==> src/rtl/debounce_scheduler_if.sv <==
// Event handshake between the debounce scheduler (master) and its consumer (slave).
interface debounce_scheduler_if;
    logic       evt_valid;
    logic       evt_ready;
    logic [2:0] evt_ch;
    logic       evt_level;

    modport master (
        output evt_valid,
        output evt_ch,
        output evt_level,
        input  evt_ready
    );

    modport slave (
        input  evt_valid,
        input  evt_ch,
        input  evt_level,
        output evt_ready
    );
endinterface

==> src/rtl/debounce_scheduler.sv <==
// Time-multiplexed debouncer: one shared engine visits a channel per scan cycle and
// queues clean-level changes as events delivered round-robin over a valid/ready port.
module debounce_scheduler #(
    parameter int unsigned       NUM_CH          = 8,
    parameter int unsigned       CNT_W           = 12,
    parameter logic [CNT_W-1:0]  DEBOUNCE_VISITS = 12'd500
) (
    input  logic                 clk,
    input  logic                 reset,
    input  logic                 i_scan_en,
    input  logic [NUM_CH-1:0]    i_noisy_in,
    output logic [NUM_CH-1:0]    o_clean_out,
    output logic                 o_overrun,
    debounce_scheduler_if.master evt
);

    localparam int unsigned      IDX_W   = (NUM_CH > 1) ? $clog2(NUM_CH) : 1;
    localparam logic [IDX_W-1:0] LAST_CH = IDX_W'(NUM_CH - 1);

    typedef enum logic {
        OUT_EMPTY,
        OUT_FULL
    } out_state_t;

    logic [NUM_CH-1:0] r_sync1;
    logic [NUM_CH-1:0] r_sync2;
    logic [IDX_W-1:0]  r_ptr;
    logic [IDX_W-1:0]  r_rr;
    logic [NUM_CH-1:0] r_last;
    logic [NUM_CH-1:0] r_clean;
    logic [NUM_CH-1:0] r_pend;
    logic [NUM_CH-1:0] r_pend_lvl;
    logic [CNT_W-1:0]  r_cnt [NUM_CH];
    logic              r_overrun;
    out_state_t        r_state;
    out_state_t        w_state_nxt;
    logic [2:0]        r_evt_ch;
    logic              r_evt_level;

    logic              w_vis_in;
    logic              w_vis_last;
    logic [CNT_W-1:0]  w_vis_cnt;
    logic              w_vis_diff;
    logic              w_cnt_lt;
    logic              w_chg;
    logic [IDX_W-1:0]  w_ptr_nxt;

    logic              w_found;
    logic [IDX_W-1:0]  w_gnt;
    int unsigned       w_pos;
    logic              w_load;
    logic              w_grant;

    logic [NUM_CH-1:0] w_pend_nxt;
    logic [NUM_CH-1:0] w_lvl_nxt;
    logic              w_ovr_set;

    always_ff @(posedge clk or posedge reset) begin
        if (reset) begin
            r_sync1 <= '0;
            r_sync2 <= '0;
        end else begin
            r_sync1 <= i_noisy_in;
            r_sync2 <= r_sync1;
        end
    end

    assign w_vis_in   = r_sync2[r_ptr];
    assign w_vis_last = r_last[r_ptr];
    assign w_vis_cnt  = r_cnt[r_ptr];
    assign w_vis_diff = (w_vis_in != w_vis_last);
    assign w_cnt_lt   = (w_vis_cnt < DEBOUNCE_VISITS);
    assign w_ptr_nxt  = (r_ptr == LAST_CH) ? '0 : r_ptr + 1'b1;

    // A clean change happens only on a saturated visit whose stable level differs from clean_out.
    assign w_chg = i_scan_en && !w_vis_diff && !w_cnt_lt && (r_clean[r_ptr] != w_vis_last);

    always_ff @(posedge clk or posedge reset) begin
        if (reset) begin
            r_ptr   <= '0;
            r_last  <= '0;
            r_clean <= '0;
            for (int unsigned i = 0; i < NUM_CH; i++) begin
                r_cnt[i] <= '0;
            end
        end else if (i_scan_en) begin
            r_ptr <= w_ptr_nxt;
            if (w_vis_diff) begin
                r_cnt[r_ptr]  <= '0;
                r_last[r_ptr] <= w_vis_in;
            end else if (w_cnt_lt) begin
                r_cnt[r_ptr] <= w_vis_cnt + 1'b1;
            end else begin
                r_clean[r_ptr] <= w_vis_last;
            end
        end
    end

    always_comb begin
        w_found = 1'b0;
        w_gnt   = '0;
        w_pos   = 0;
        for (int unsigned i = 1; i <= NUM_CH; i++) begin
            w_pos = 32'(r_rr) + i;
            if (w_pos >= NUM_CH) begin
                w_pos = w_pos - NUM_CH;
            end
            if (!w_found && r_pend[IDX_W'(w_pos)]) begin
                w_found = 1'b1;
                w_gnt   = IDX_W'(w_pos);
            end
        end
    end

    assign w_load  = (r_state == OUT_EMPTY) || evt.evt_ready;
    assign w_grant = w_load && w_found;

    // Grant reads the registered level, so a same-cycle change on the granted channel re-arms pend.
    always_comb begin
        w_pend_nxt = r_pend;
        w_lvl_nxt  = r_pend_lvl;
        w_ovr_set  = 1'b0;
        if (w_grant) begin
            w_pend_nxt[w_gnt] = 1'b0;
        end
        if (w_chg) begin
            if (r_pend[r_ptr] && !(w_grant && (w_gnt == r_ptr))) begin
                w_ovr_set = 1'b1;
            end
            w_pend_nxt[r_ptr] = 1'b1;
            w_lvl_nxt[r_ptr]  = w_vis_last;
        end
    end

    always_ff @(posedge clk or posedge reset) begin
        if (reset) begin
            r_pend     <= '0;
            r_pend_lvl <= '0;
            r_overrun  <= 1'b0;
        end else begin
            r_pend     <= w_pend_nxt;
            r_pend_lvl <= w_lvl_nxt;
            if (w_ovr_set) begin
                r_overrun <= 1'b1;
            end
        end
    end

    always_comb begin
        w_state_nxt = r_state;
        if (w_load) begin
            w_state_nxt = w_found ? OUT_FULL : OUT_EMPTY;
        end
    end

    always_ff @(posedge clk or posedge reset) begin
        if (reset) begin
            r_state <= OUT_EMPTY;
        end else begin
            r_state <= w_state_nxt;
        end
    end

    always_ff @(posedge clk or posedge reset) begin
        if (reset) begin
            r_evt_ch    <= '0;
            r_evt_level <= 1'b0;
            r_rr        <= LAST_CH;
        end else if (w_grant) begin
            r_evt_ch    <= 3'(w_gnt);
            r_evt_level <= r_pend_lvl[w_gnt];
            r_rr        <= w_gnt;
        end
    end

    assign evt.evt_valid = (r_state == OUT_FULL);
    assign evt.evt_ch    = r_evt_ch;
    assign evt.evt_level = r_evt_level;
    assign o_clean_out   = r_clean;
    assign o_overrun     = r_overrun;

endmodule
==> src/flat_wrapper.sv <==
// flat-port wrapper written by rule: the top's interface ports become plain ports
module debounce_scheduler_flat 
#(
    parameter int unsigned       NUM_CH          = 8,
    parameter int unsigned       CNT_W           = 12,
    parameter logic [CNT_W-1:0]  DEBOUNCE_VISITS = 12'd500
)
  (clk, reset, i_scan_en, i_noisy_in, o_clean_out, o_overrun, evt_evt_valid, evt_evt_ch, evt_evt_level, evt_evt_ready);
  debounce_scheduler_if evt_i ();
  input  logic clk;
  input  logic reset;
  input  logic i_scan_en;
  input  logic [NUM_CH-1:0] i_noisy_in;
  output logic [NUM_CH-1:0] o_clean_out;
  output logic o_overrun;
  output wire logic [$bits(evt_i.evt_valid)-1:0] evt_evt_valid;
  output wire logic [$bits(evt_i.evt_ch)-1:0] evt_evt_ch;
  output wire logic [$bits(evt_i.evt_level)-1:0] evt_evt_level;
  input wire logic [$bits(evt_i.evt_ready)-1:0] evt_evt_ready;
  assign evt_evt_valid = evt_i.evt_valid;
  assign evt_evt_ch = evt_i.evt_ch;
  assign evt_evt_level = evt_i.evt_level;
  assign evt_i.evt_ready = evt_evt_ready;
  debounce_scheduler #(.NUM_CH(NUM_CH), .CNT_W(CNT_W), .DEBOUNCE_VISITS(DEBOUNCE_VISITS)) u_core (.clk(clk), .reset(reset), .i_scan_en(i_scan_en), .i_noisy_in(i_noisy_in), .o_clean_out(o_clean_out), .o_overrun(o_overrun), .evt(evt_i));
endmodule
==> config.mk <==
export PLATFORM = sky130hd
export DESIGN_NAME = debounce_scheduler_flat
export DESIGN_NICKNAME = d
export VERILOG_FILES = /design/src/rtl/debounce_scheduler_if.sv /design/src/rtl/debounce_scheduler.sv /design/src/flat_wrapper.sv
export SDC_FILE = /design/constraint.sdc
export NUM_CORES = 1
export LEC_CHECK = 0
export CAP_MARGIN = 5
export CORE_MARGIN = 2
export CORE_UTILIZATION = 30
export CTS_CLUSTER_SIZE = 8
export DETAILED_ROUTE_END_ITERATION = 8
export PLACE_DENSITY = 0.5
export SLEW_MARGIN = 40
export SYNTH_ARGS = -nofsm -noshare
export SYNTH_HDL_FRONTEND = slang
export SYNTH_SLANG_ARGS = --single-unit
==> constraint.sdc <==
create_clock -name clk -period 5.42 [get_ports clk]
set_input_delay 0.542 -clock clk [delete_from_list [all_inputs] [get_ports clk]]
set_output_delay 0.542 -clock clk [all_outputs]
set_load 0.03 [all_outputs]
After elaboration in Yosys (flattened, before gate mapping)

Cells that the tools add are included.

Add/subtract/negate cells: 18
$lt $le $gt $ge: 23
Equality and inequality tests: 4
Multiplexer cells: 71
Bitwise logic cells: 9
Reductions and logical operators: 31

Operators by type and width:

| operator                | number |
|---|---|
| $mux W96                | 2 |
| $and A96 B96 Y96        | 1 |
| $bwmux W96              | 1 |
| $not A96 Y96            | 1 |
| $mux W3                 | 17 |
| $lt A3 B4 Y1 const B    | 10 |
| $bmux W1 S3             | 13 |
| $bmux W12 S3            | 1 |
| $demux W12 S3           | 1 |
| $mux W12                | 3 |
| $ge A4 B4 Y1 const B    | 8 |
| $mux W1                 | 26 |
| $bwmux W8               | 3 |
| $sub A3 B1 Y3 const B   | 8 |
| $add A3 B3 Y4 const B   | 4 |
| $logic_and A1 B1 Y1     | 16 |
| $mux W8                 | 2 |
| $add A12 B1 Y12 const B | 1 |
| $lt A12 B9 Y1 const B   | 1 |
| $logic_not A1 Y1        | 10 |
| $add A3 B2 Y4 const B   | 2 |
| $and A8 B8 Y8           | 1 |
| $not A8 Y8              | 1 |
| $or A8 B8 Y8            | 1 |
| 16 further kinds        | 22 |

Bits in registers: 156
Input port bits: 12
Output and inout bits: 14
Word-level logic and storage cells: 176

Logic depth before layout (Yosys ltp)

Gate-level depths: netlist of the first run.

Depth after elaboration: 36
Depth in mapped cells: 16
Mapped depth without buffers: 11

Least setup slack after synthesis of the first run

Ideal clock, no wire load.

Kind: register to register
Start: reg u_core.r_rr[0]
End: reg u_core.r_overrun, in the netlist u_core.o_overrun
Setup time: 133 ps
Data arrival time: 4109 ps
Data required time: 5287 ps
Slack: 1178 ps
Stages on the path, launching flop included: 15
Path buffers: 4
Period minus slack after synthesis: 4242 ps
Cells stage by stage: dfstp_2 clkbuf_1 clkinv_1 ha_1 buf_2 buf_1 mux2_2 mux4_2 a221oi_1 a21oi_1 a2bb2oi_2 buf_2 xnor2_1 nor4b_1 a21oi_1

Cells in the longest elaborated chain, start to end: 33
Elaborated cells on any way between the ends: 85
Classes of those cells: add/sub (16); order compare (8); eq/ne (1); mux (42); reduce/logical (18)

RTL lines:

| item                                                | line                                                 | source |
|---|---|---|
| from (decl)                                         | debounce_scheduler.sv:28                             | `logic [IDX_W-1:0] r_rr;` |
| from (signal assigned)                              | debounce_scheduler.sv:172                            | `r_rr <= w_gnt;` |
| $add A3 B1 Y4                                       | debounce_scheduler.sv:104                            | `w_pos = 32'(r_rr) + i;` |
| $ge A4 B4 Y1 or $sub A3 B1 Y3 (tied branches)       | debounce_scheduler.sv:105, debounce_scheduler.sv:106 |  |
| $mux W3                                             | debounce_scheduler.sv:105                            | `if (w_pos >= NUM_CH) begin` |
| $bmux W1 S3                                         | debounce_scheduler.sv:108                            | `if (!w_found && r_pend[IDX_W'(w_pos)]) begin` |
| $mux W1 (implied by the code)                       | debounce_scheduler.sv:108                            |  |
| $mux W1                                             | debounce_scheduler.sv:108                            |  |
| $logic_not A1 Y1                                    | debounce_scheduler.sv:108                            |  |
| $logic_and A1 B1 Y1                                 | debounce_scheduler.sv:108                            |  |
| [... 17 more ...]                                   | --                                                   |  |
| $logic_and A1 B1 Y1                                 | debounce_scheduler.sv:108                            |  |
| $mux W3 or $mux W1 (tied branches)                  | debounce_scheduler.sv:108                            |  |
| $eq A3 B3 Y1 or $logic_and A1 B1 Y1 (tied branches) | debounce_scheduler.sv:127, debounce_scheduler.sv:116 |  |
| $logic_and A1 B1 Y1 *                               | debounce_scheduler.sv:127                            | `if (r_pend[r_ptr] && !(w_grant && (w_gnt == r_ptr))) begin` |
| $logic_not A1 Y1 *                                  | debounce_scheduler.sv:127                            |  |
| $logic_and A1 B1 Y1 *                               | debounce_scheduler.sv:127                            |  |
| $mux W1 *                                           | debounce_scheduler.sv:127                            |  |
| $mux W1 *                                           | debounce_scheduler.sv:126                            | `if (w_chg) begin` |
| to (signal assigned)                                | debounce_scheduler.sv:139                            | `r_overrun <= 1'b0;` |
| to (signal assigned)                                | debounce_scheduler.sv:144                            | `r_overrun <= 1'b1;` |
| to (decl)                                           | debounce_scheduler.sv:34                             | `logic r_overrun;` |

Every way passes the cells marked *; elsewhere a longest branch is shown, timed or not. The select of a mux whose other input is x is not followed.
A chain may end at the register's enable or synchronous reset.

Worst setup path after layout of the first run

Start: reg u_core.r_rr[0]
End: reg u_core.r_evt_level, in the netlist u_core.evt.evt_level

Cells in the longest elaborated chain, start to end: 29
Elaborated cells on any way between the ends: 81
Classes of those cells: add/sub (16); order compare (8); mux (42); reduce/logical (15)

RTL lines:

| item                                          | line                                                 | source |
|---|---|---|
| $add A3 B1 Y4                                 | debounce_scheduler.sv:104                            |  |
| $ge A4 B4 Y1 or $sub A3 B1 Y3 (tied branches) | debounce_scheduler.sv:105, debounce_scheduler.sv:106 |  |
| $mux W3                                       | debounce_scheduler.sv:105                            |  |
| $bmux W1 S3                                   | debounce_scheduler.sv:108                            |  |
| $mux W1 (implied by the code)                 | debounce_scheduler.sv:108                            |  |
| $mux W1                                       | debounce_scheduler.sv:108                            |  |
| $logic_not A1 Y1                              | debounce_scheduler.sv:108                            |  |
| $logic_and A1 B1 Y1                           | debounce_scheduler.sv:108                            |  |
| [... 13 more ...]                             | --                                                   |  |
| $logic_not A1 Y1                              | debounce_scheduler.sv:108                            |  |
| $logic_and A1 B1 Y1                           | debounce_scheduler.sv:108                            |  |
| $mux W1                                       | debounce_scheduler.sv:108                            |  |
| $logic_not A1 Y1                              | debounce_scheduler.sv:108                            |  |
| $logic_and A1 B1 Y1                           | debounce_scheduler.sv:108                            |  |
| $mux W3                                       | debounce_scheduler.sv:108                            |  |
| $bmux W1 S3                                   | debounce_scheduler.sv:171                            | `r_evt_level <= r_pend_lvl[w_gnt];` |
| $mux W1 (implied by the code)                 | debounce_scheduler.sv:171                            |  |
| to (signal assigned)                          | debounce_scheduler.sv:171                            |  |
| to (decl)                                     | debounce_scheduler.sv:38                             | `logic r_evt_level;` |

Several ways; a longest one is shown, not always the timed one. The select of a mux whose other input is x is not followed.

==> results of run 1 <==
-- final timing paths --
kind                              startpoint                   end  slack (ps)  depth (start not counted)
hold reg to reg            u_core.r_sync1[6]     u_core.r_sync2[6]         350                          0
setup / recovery              u_core.r_rr[0]  u_core.evt.evt_level        1230                         11
max in group asynchronous              reset      u_core.r_cnt[47]        3790                          3
hold / removal             u_core.r_sync1[6]     u_core.r_sync2[6]         350                          0
setup reg to reg              u_core.r_rr[0]  u_core.evt.evt_level        1230                         11
min in group asynchronous              reset  u_core.r_pend_lvl[7]         590                          2
-- cell type report --
class,count,area share [%]
inverter,11,0.481
sequential,156,40.6
tap,372,4.83
clock inverter,14,1.64
timing repair buffer,52,4.70
multi-input combinational,556,43.2
clock buffer,18,4.56
-- worst reg2reg max path, cell delays in order, from the launching register on --
cell and delay (ps):
dfstp_2 560, clkinv_1 200, ha_1 820, mux2i_1 440, a21oi_1 130, or4_4 560, or2_1 290, or4_4 470
nand2_4 110, and3b_4 220, a22oi_2 140, o221a_2 190
-- power by group through the flow --
| stage | logic [mW] | clock network, mW | registers (mW) |
|---|---|---|---|
| finish | 3.28 | 1.23 | 1.68 |
| global placement | 3.27 | 0 | 1.70 |
| floorplan | 2.40 | 0 | 1.63 |
| detailed placement | 3.28 | 0 | 1.70 |
| CTS | 3.29 | 1.25 | 1.68 |
| global route | 3.60 | 1.30 | 1.71 |
-- metal layers --
metal / up-vias / part of all wire [%]
met4: 0 / 1.9
met2: 124 / 48
met3: 36 / 4.2
met1: 3106 / 46
met5: - / 0
li1: 2906 / -
-- cell usage after synthesis (4+ instances only) --
cell       number
a211oi_1        5
a21boi_0        4
a21oi_1        18
a221oi_1        9
a22o_1          5
a22oi_1         7
a2bb2oi_1      12
a31oi_1         4
and2_1         24
buf_1           5
buf_2          15
clkbuf_1       32
dfrtp_1       153
ha_1            5
inv_1           8
mux2_2         52
mux2i_1        36
mux4_1          4
mux4_2         17
nand2_1        79
nand2b_1        6
nand3_1        35
nand4_1         5
nor2_1         46
nor2b_1        11
nor3_1          9
o211ai_1        5
o21ai_0        56
o22ai_1         7
o2bb2a_1        5
o2bb2ai_1       9
o41ai_1         5
or3_1           8
xnor2_1        11
xor2_1          6
-- cells by family after synthesis --
group                    Yosys count
AO/OA/AOI/OAI                    176
XOR/XNOR                          17
adder cells (fa/ha/maj)            5
buffers and inverters             65
flip-flops                       156
multiplexers                     112
AND/OR/NAND/NOR                  246
-- sequential cells by signal (all words and copies together), names as in the netlist --
signal	count
u_core.o_overrun	1
u_core.r_cnt	96
u_core.r_pend	8
u_core.evt.evt_valid	1
u_core.r_sync2	8
u_core.r_pend_lvl	8
u_core.r_rr	3
u_core.r_last	8
u_core.r_ptr	3
u_core.evt.evt_level	1
u_core.evt.evt_ch	3
u_core.o_clean_out	8
u_core.r_sync1	8
==> reports/qor.csv, run 1 <==
stage,metric,value,unit
run_status,status,completed,
sta,setup TNS,0,ps
final_layout,Final nets,811,
final_layout,multi-input combinational cell area,4160,µm²
final_layout,FF/Latch Area,3910,µm²
critical_path,crit path DAT,4560,ps
floorplan,Chip Width,171,µm
critical_path,Startpoint Class,flop,
sta,crit share post-route,77.3,%
routing,via count,6172,
cts,CTS Buffer Depth,2,
sta,Tmin final,4190,ps
global_route,largest net degree at the start of global routing,70,
global_route,GRT Resource Usage Total,16.6,%
final_layout,post-route cell area,9630,µm²
floorplan,I/O pins,26,
global_route,total gr overflow,0,
place,Cells after DPL,1147,
critical_path,CP Class,reg -> reg,
floorplan,die area,29100,µm²
critical_path,most numerous cell on the critical path,or4_4,
final_layout,share of layout cells above drive strength 1,18.7,%
cts,Num Clock Sinks,156,
final_layout,most frequent cells in the layout,"dfrtp_1 (152), nand2_1 (79), o21ai_0 (55)",
logic_synthesis,top-area cell type share of the netlist area,46.0,%
sta,slew at the pin with the worst max-slew slack,779,ps
critical_path,CP max FO,17,
place,pre-CTS setup slack,1230,ps
global_route,GR met1 Demand/Resource,23.0,%
power_and_ir_drop,VDD IR max,0.248,mV
place,Placed Area,9030,µm²
logic_synthesis,Netlist cell types,75,
logic_synthesis,ys flop type,dfrtp_1,
final_layout,Syn-to-layout area delta,15.7,%
cts,Num CTS Buffers,17,
routing,Routed WL,23.2,mm
critical_path,crit-path cells,"clkinv_1, ha_1, mux2i_1, a21oi_1, or4_4, or2_1, or4_4, nand2_4, and3b_4, a22oi_2, o221a_2",
logic_synthesis,Synth Area in Simple Gates,14.6,%
sta,Worst slew margin,47.7,%
sta,Finish-stage setup viols,0,
routing,DRC,0,
critical_path,"Req. time, crit path",5790,ps
routing,Iter 0 DRT Violations,435,
logic_synthesis,number of synthesis warnings,0,
power_and_ir_drop,Sw Pwr,2.75,mW
logic_synthesis,post-synthesis instance total,777,
critical_path,Worst Path Buf+Inv,1,
logic_synthesis,adder-cell share of the synthesized area,0.752,%
routing,drt via density,5.23,
power_and_ir_drop,Overall Power,6.19,mW
logic_synthesis,"EDFF count, synth",0,
routing,Pre-Repair DR Iteration Count,5,
logic_synthesis,syn_nets,794,
cts,cts repair resizes,0,
sta,Fin Hold WS,351,ps
floorplan,Core Area,27100,µm²
place,gpl congestion,0.856,
cts,Root Driver,clkbuf_16,
sta,RSZ-0062 raised after global routing,no,
final_layout,Post-Layout Cell Count,1179,
global_route,initial antenna violation count,0,
routing,routed len/inst,19.6,µm
cts,"Clk Latency, worst-skew pair",430,ps
sta,Achievable Freq,239,MHz
cts,total setup buffers inserted after CTS,0,
logic_synthesis,synthesized cell area,8320,µm²
logic_synthesis,"Seq/Total Area, Yosys",46.9,%
sta,Final Skew,13.4,ps
worst_hold_path,min-delay worst type,reg -> reg,
logic_synthesis,"top cells by area, synth","dfrtp_1 (46%), mux2_2 (7.0%), mux4_2 (4.6%)",
final_layout,Diodes inserted,0,
global_route,GR Layer Usage met3,2.96,%
logic_synthesis,Syn Area/Cell,10.7,µm²
critical_path,Worst setup EP type,flop,
global_route,first-pass GRT wire length,36.9,mm
power_and_ir_drop,clock network fraction of design power,19.9,%
floorplan,Rows,60,
floorplan,Initial Util,30.7,%
power_and_ir_drop,Cell Int Power,3.43,mW
sta,final hold vios,0,
global_route,GRT busiest layer,met2,
cts,"Hold-fix buffers, CTS",0,
final_layout,"most common cell after layout, fill and taps aside",dfrtp_1,
sta,Setup WS post-layout,1230,ps
power_and_ir_drop,Pwr Density,642,nW/µm²
power_and_ir_drop,Net Sw Frac,44.5,%
critical_path,critical path's slowest cell,ha_1,
global_route,met2 Use GR,26.4,%
logic_synthesis,Post-Synth XOR/XNOR Area,1.79,%
logic_synthesis,main combinational cell family by area after synthesis,multiplexers,
logic_synthesis,cell taking the most area after synthesis,dfrtp_1,
sta,"Slew Viols, Final",0,
logic_synthesis,#FFs+latches synth,156,
place,port bufs,25,
final_layout,fillers,2695,
global_route,vias in the first global route,6212,
logic_synthesis,Synth Area in Compound Gates,14.9,%
critical_path,"Largest stage delay, worst path",820,ps
power_and_ir_drop,logic gate share of total power,53.0,%
routing,Routed Antenna Nets,0,
logic_synthesis,Post-synth ARST share,100,%
final_layout,Final Util,35.5,%
power_and_ir_drop,Lkg Pwr,4.12,nW
power_and_ir_drop,Seq pwr share,27.1,%
flow_run,max-cap viol count,0,
critical_path,cell family with most CP delay,simple AND/OR/NAND/NOR gates,
place,dpl hpwl,15.8,mm
logic_synthesis,multiplexer area fraction after synthesis,17.7,%
floorplan,die height,171,µm
cts,H-tree levels,4,
cts,clk slew on worst S/H paths,70,ps
cts,CTS tree,built,
Power figures use the tool's default switching activity.
==> inputs of run 2 (changes only) <==
==> constraint.sdc (replaced) <==
create_clock -name clk -period 4.4 [get_ports clk]
set_input_delay 0.44 -clock clk [delete_from_list [all_inputs] [get_ports clk]]
set_output_delay 0.44 -clock clk [all_outputs]
set_load 0.03 [all_outputs]
==> reports/qor.csv, run 2 (synthesis gave the netlist of run 1 again) <==
stage,metric,value,unit
routing,drt via density,5.26,
final_layout,Top reg by flops,u_core.r_cnt,
floorplan,die height,171,µm
cts,CTS tree,built,
floorplan,die area,29100,µm²
routing,Iter 0 DRT Violations,441,
critical_path,"Largest stage delay, worst path",570,ps
critical_path,Worst setup EP type,flop,
power_and_ir_drop,Net Sw Frac,45.8,%
cts,Num CTS Buffers,17,
final_layout,Final Util,36.1,%
cts,clk slew on worst S/H paths,70,ps
critical_path,Startpoint Class,flop,
critical_path,crit path launch,u_core.r_rr[0],
sta,RSZ-0062 raised after global routing,no,
final_layout,Diodes inserted,0,
critical_path,cell family with most CP delay,compound AO/OA/AOI/OAI gates,
floorplan,Core Area,27100,µm²
cts,"Hold-fix buffers, CTS",0,
power_and_ir_drop,Sw Pwr,3.56,mW
cts,Num Clock Sinks,156,
sta,"Slew Viols, Final",0,
sta,Fin Hold WS,353,ps
critical_path,R2R Path Start,u_core.r_rr[0],
power_and_ir_drop,VDD IR max,0.422,mV
critical_path,Worst Path Buf+Inv,2,
final_layout,Post-Layout Cell Count,1194,
flow_run,max-cap viol count,0,
power_and_ir_drop,Pwr Density,795,nW/µm²
final_layout,Final nets,826,
critical_path,CP endpoint,u_core.evt.evt_level,
sta,Worst slew margin,43.3,%
cts,"Clk Latency, worst-skew pair",450,ps
global_route,total gr overflow,0,
sta,Final Skew,23.2,ps
critical_path,CP max FO,12,
critical_path,crit path DAT,4380,ps
power_and_ir_drop,logic gate share of total power,54.1,%
sta,slew at the pin with the worst max-slew slack,840,ps
power_and_ir_drop,Seq pwr share,26.9,%
floorplan,Initial Util,30.7,%
global_route,largest net degree at the start of global routing,82,
final_layout,max reg flops,96,
sta,crit share post-route,92.1,%
power_and_ir_drop,Lkg Pwr,4.20,nW
routing,via count,6281,
sta,Finish-stage setup viols,0,
cts,Root Driver,clkbuf_16,
critical_path,reg2reg setup slack,350,ps
critical_path,critical path's slowest cell,or4_4,
place,port bufs,25,
cts,H-tree levels,4,
critical_path,RR Endpoint,u_core.evt.evt_level,
place,gpl congestion,0.834,
routing,Routed Antenna Nets,0,
critical_path,path depth of the worst reg2reg path,11,
floorplan,Chip Width,171,µm
critical_path,most numerous cell on the critical path,mux2i_1,
critical_path,Crit path depth,11,
routing,routed len/inst,19.8,µm
global_route,GRT Resource Usage Total,17.2,%
place,Cells after DPL,1162,
final_layout,most frequent cells in the layout,"dfrtp_1 (151), nand2_1 (79), o21ai_0 (56)",
floorplan,Rows,60,
sta,final hold vios,0,
floorplan,I/O pins,26,
routing,Pre-Repair DR Iteration Count,4,
cts,cts repair resizes,0,
place,dpl hpwl,16.6,mm
critical_path,"Req. time, crit path",4720,ps
cts,total setup buffers inserted after CTS,0,
final_layout,share of layout cells above drive strength 1,20.2,%
final_layout,Syn-to-layout area delta,17.6,%
routing,Routed WL,23.7,mm
final_layout,"most common cell after layout, fill and taps aside",dfrtp_1,
global_route,first-pass GRT wire length,37.9,mm
global_route,vias in the first global route,6290,
power_and_ir_drop,Cell Int Power,4.22,mW
worst_hold_path,min-delay worst type,reg -> reg,
run_status,status,completed,
critical_path,crit-path cells,"clkinv_1, ha_1, buf_4, mux2i_1, a21oi_1, or4_4, a31oi_1, a2bb2oi_4, mux2i_1, o211ai_1, o221a_2",
cts,CTS Buffer Depth,2,
global_route,initial antenna violation count,0,
critical_path,CP Class,reg -> reg,
routing,DRC,0,
sta,Tmin final,4050,ps
sta,setup TNS,0,ps
sta,Achievable Freq,247,MHz
power_and_ir_drop,clock network fraction of design power,19.0,%
run 2: changes by cell type in the layout (fill, tap and decap cells not counted), moves of 2 or more:
cell / change
clkinv_8: +3
inv_8: +4
clkinv_2: -2
inv_6: -2
buf_4: +12
buf_12: +2
bufinv_16: -2
run 2: power by group through the flow:
stage,registers (mW),clock network [mW],logic [mW]
global route,2.14,1.57,4.60
finish,2.10,1.48,4.21
CTS,2.09,1.51,4.16
global placement,2.12,0,4.14
floorplan,2.01,0,2.96
detailed placement,2.12,0,4.15
run 2: how the worst min path moves through the flow:
stage / start / end / cells past startpoint
floorplan: u_core.r_sync1[0] / u_core.r_sync2[0] / 0
global placement: u_core.r_sync1[4] / u_core.r_sync2[4] / 0
detailed placement: u_core.r_sync1[6] / u_core.r_sync2[6] / 0
CTS: u_core.r_sync1[6] / u_core.r_sync2[6] / 0
global route: u_core.r_sync1[3] / u_core.r_sync2[3] / 0
finish: u_core.r_sync1[4] / u_core.r_sync2[4] / 0
run 2: layout make-up:
class                   count  area (µm²)
inverters                  11        45.0
clock inverters            15         165
flip-flops and latches    156        3910
multi-input cells         556        4170
clock buffers              17         425
fillers                  2748       17300
repair buffers             67         611
well taps                 372         465
run 2: stage by stage:
stage / power [mW] / cell area, µm² / setup slack, ps
after global routing: 8.32 / 9790 / 93.9
final: 7.78 / 9790 / 348
after floorplan: 4.97 / 8330 / 158
after CTS: 7.77 / 9780 / 230
after global placement: 6.27 / 9150 / 204
after detailed placement: 6.27 / 9190 / 244
run 2: metal layers:
layer | GRT usage [%] | routed length [µm]
met3 | 3.47 | 1070
met1 | 23.5 | 10800
met2 | 27.6 | 11400
met5 | 0 | 0
met4 | 4.98 | 403
==> inputs of run 3 (changes only) <==
--- a/config.mk
+++ b/config.mk
@@ -10,7 +10,10 @@
 export CORE_UTILIZATION = 30
 export CTS_CLUSTER_SIZE = 8
 export DETAILED_ROUTE_END_ITERATION = 8
+export HOLD_SLACK_MARGIN = 0.1
 export PLACE_DENSITY = 0.5
+export RECOVER_POWER = 25
+export SKIP_CTS_REPAIR_TIMING = 1
 export SLEW_MARGIN = 40
 export SYNTH_ARGS = -nofsm -noshare
 export SYNTH_HDL_FRONTEND = slang
==> reports/qor.csv, run 3 (synthesis gave the netlist of run 1 again) <==
stage,metric,value,unit
run_status,status,"finished, violations left",
run_status,failing checks,"capacitance limit, slew limit",
final_layout,Final nets,826,
power_and_ir_drop,clock network fraction of design power,19.0,%
sta,"Slew Viols, Final",81,
critical_path,"Largest stage delay, worst path",570,ps
floorplan,I/O pins,26,
sta,Tmin final,4050,ps
critical_path,Worst setup EP type,flop,
routing,Iter 0 DRT Violations,441,
sta,Final Skew,23.2,ps
place,gpl congestion,0.834,
floorplan,die height,171,µm
final_layout,multi-input combinational cell area,4170,µm²
power_and_ir_drop,Sw Pwr,3.56,mW
cts,Num Clock Sinks,156,
critical_path,crit path DAT,4380,ps
floorplan,Rows,60,
cts,Num CTS Buffers,17,
power_and_ir_drop,Net Sw Frac,45.8,%
critical_path,"Req. time, crit path",4720,ps
place,port bufs,25,
critical_path,CP max FO,12,
worst_hold_path,min-delay worst type,reg -> reg,
cts,Root Driver,clkbuf_16,
final_layout,FF/Latch Area,3910,µm²
sta,setup TNS,0,ps
floorplan,Chip Width,171,µm
critical_path,CP Class,reg -> reg,
routing,DRC,0,
floorplan,Initial Util,30.7,%
flow_run,max-cap viol count,1,
sta,slew at the pin with the worst max-slew slack,2120,ps
routing,Routed WL,23.6,mm
final_layout,Top reg by flops,u_core.r_cnt,
global_route,initial antenna violation count,0,
floorplan,Core Area,27100,µm²
sta,crit share post-route,92.1,%
power_and_ir_drop,Lkg Pwr,4.20,nW
sta,Achievable Freq,247,MHz
power_and_ir_drop,Pwr Density,796,nW/µm²
final_layout,most frequent cells in the layout,"dfrtp_1 (151), nand2_1 (79), o21ai_0 (56)",
final_layout,"most common cell after layout, fill and taps aside",dfrtp_1,
routing,Pre-Repair DR Iteration Count,5,
power_and_ir_drop,VDD IR max,0.422,mV
cts,"Clk Latency, worst-skew pair",450,ps
critical_path,most numerous cell on the critical path,mux2i_1,
final_layout,max reg flops,96,
global_route,GRT Resource Usage Total,17.2,%
global_route,total gr overflow,0,
global_route,vias in the first global route,6290,
place,Placed Area,9190,µm²
power_and_ir_drop,Cell Int Power,4.22,mW
critical_path,Startpoint Class,flop,
global_route,largest net degree at the start of global routing,82,
final_layout,Diodes inserted,0,
sta,final hold vios,0,
critical_path,crit-path cells,"clkinv_1, ha_1, buf_4, mux2i_1, a21oi_1, or4_4, a31oi_1, a2bb2oi_4, mux2i_1, o211ai_1, o221a_2",
floorplan,die area,29100,µm²
routing,routed len/inst,19.8,µm
sta,RSZ-0062 raised after global routing,no,
routing,drt via density,5.26,
final_layout,post-route cell area,9770,µm²
cts,clk slew on worst S/H paths,70,ps
routing,Routed Antenna Nets,0,
final_layout,Syn-to-layout area delta,17.4,%
place,dpl hpwl,16.6,mm
power_and_ir_drop,Seq pwr share,26.9,%
critical_path,critical path's slowest cell,or4_4,
sta,Finish-stage setup viols,0,
final_layout,share of layout cells above drive strength 1,20.2,%
sta,Worst slew margin,-41.4,%
routing,via count,6280,
cts,H-tree levels,4,
final_layout,fillers,2749,
cts,CTS tree,built,
power_and_ir_drop,logic gate share of total power,54.1,%
global_route,first-pass GRT wire length,37.9,mm
cts,CTS Buffer Depth,2,
## run 3: final timing paths
check / depth (start not counted) / endpoint / start / slack (ps)
max: 11 / u_core.evt.evt_level / u_core.r_rr[0] / 350
min: 0 / u_core.r_sync2[4] / u_core.r_sync1[4] / 350
max reg2reg: 11 / u_core.evt.evt_level / u_core.r_rr[0] / 350
min reg2reg: 0 / u_core.r_sync2[4] / u_core.r_sync1[4] / 350
max in group asynchronous: 3 / u_core.r_ptr[0] / reset / 1730
min in group asynchronous: 3 / u_core.evt.evt_ch[1] / reset / 1250
## run 3: through the flow
| step | std cells | util, % | hold WS (ps) | worst slack, ps | total power [mW] |
|---|---|---|---|---|---|
| finish | 1194 | 36.1 | 353 | 347 | 7.78 |
| global route | 1194 | 36.1 | 358 | 93.9 | 8.32 |
| CTS | 1194 | 36.1 | 355 | 230 | 7.77 |
| detailed placement | 1162 | 33.9 | 338 | 244 | 6.27 |
| global placement | 1161 | 33.8 | 334 | 204 | 6.27 |
| floorplan | 777 | - | 331 | 158 | 4.97 |
## run 3: power groups by stage
stage / Sequential [mW] / Combinational, mW / Clock, mW
after global routing: 2.14 / 4.60 / 1.57
after global placement: 2.12 / 4.14 / 0
after CTS: 2.09 / 4.16 / 1.51
after floorplan: 2.01 / 2.96 / 0
final: 2.10 / 4.21 / 1.48
after detailed placement: 2.12 / 4.15 / 0
## run 3: metal layers
layer	global-route usage, %	vias to the layer above	wire [µm]
li1	-	2940	-
met1	23.5	3164	10800
met2	27.6	149	11400
met3	3.47	27	1080
met4	4.98	0	403
met5	0	-	0
## run 3: critical path: cells and delay by family, from the launching register on
kind	cells	cell delay (ps)
compound gates	5	1220
fa+ha+maj	1	410
buf+inv	2	450
flops	1	540
mux	2	750
simple gates	1	570
## run 3: layout make-up
type                    count  area share (%)
repair buffers             67            6.09
flip-flops and latches    156            40.0
clock inverters            15            1.69
well taps                 372            4.76
clock buffers              17            4.35
multi-input cells         556            42.6
inverters                  11           0.461
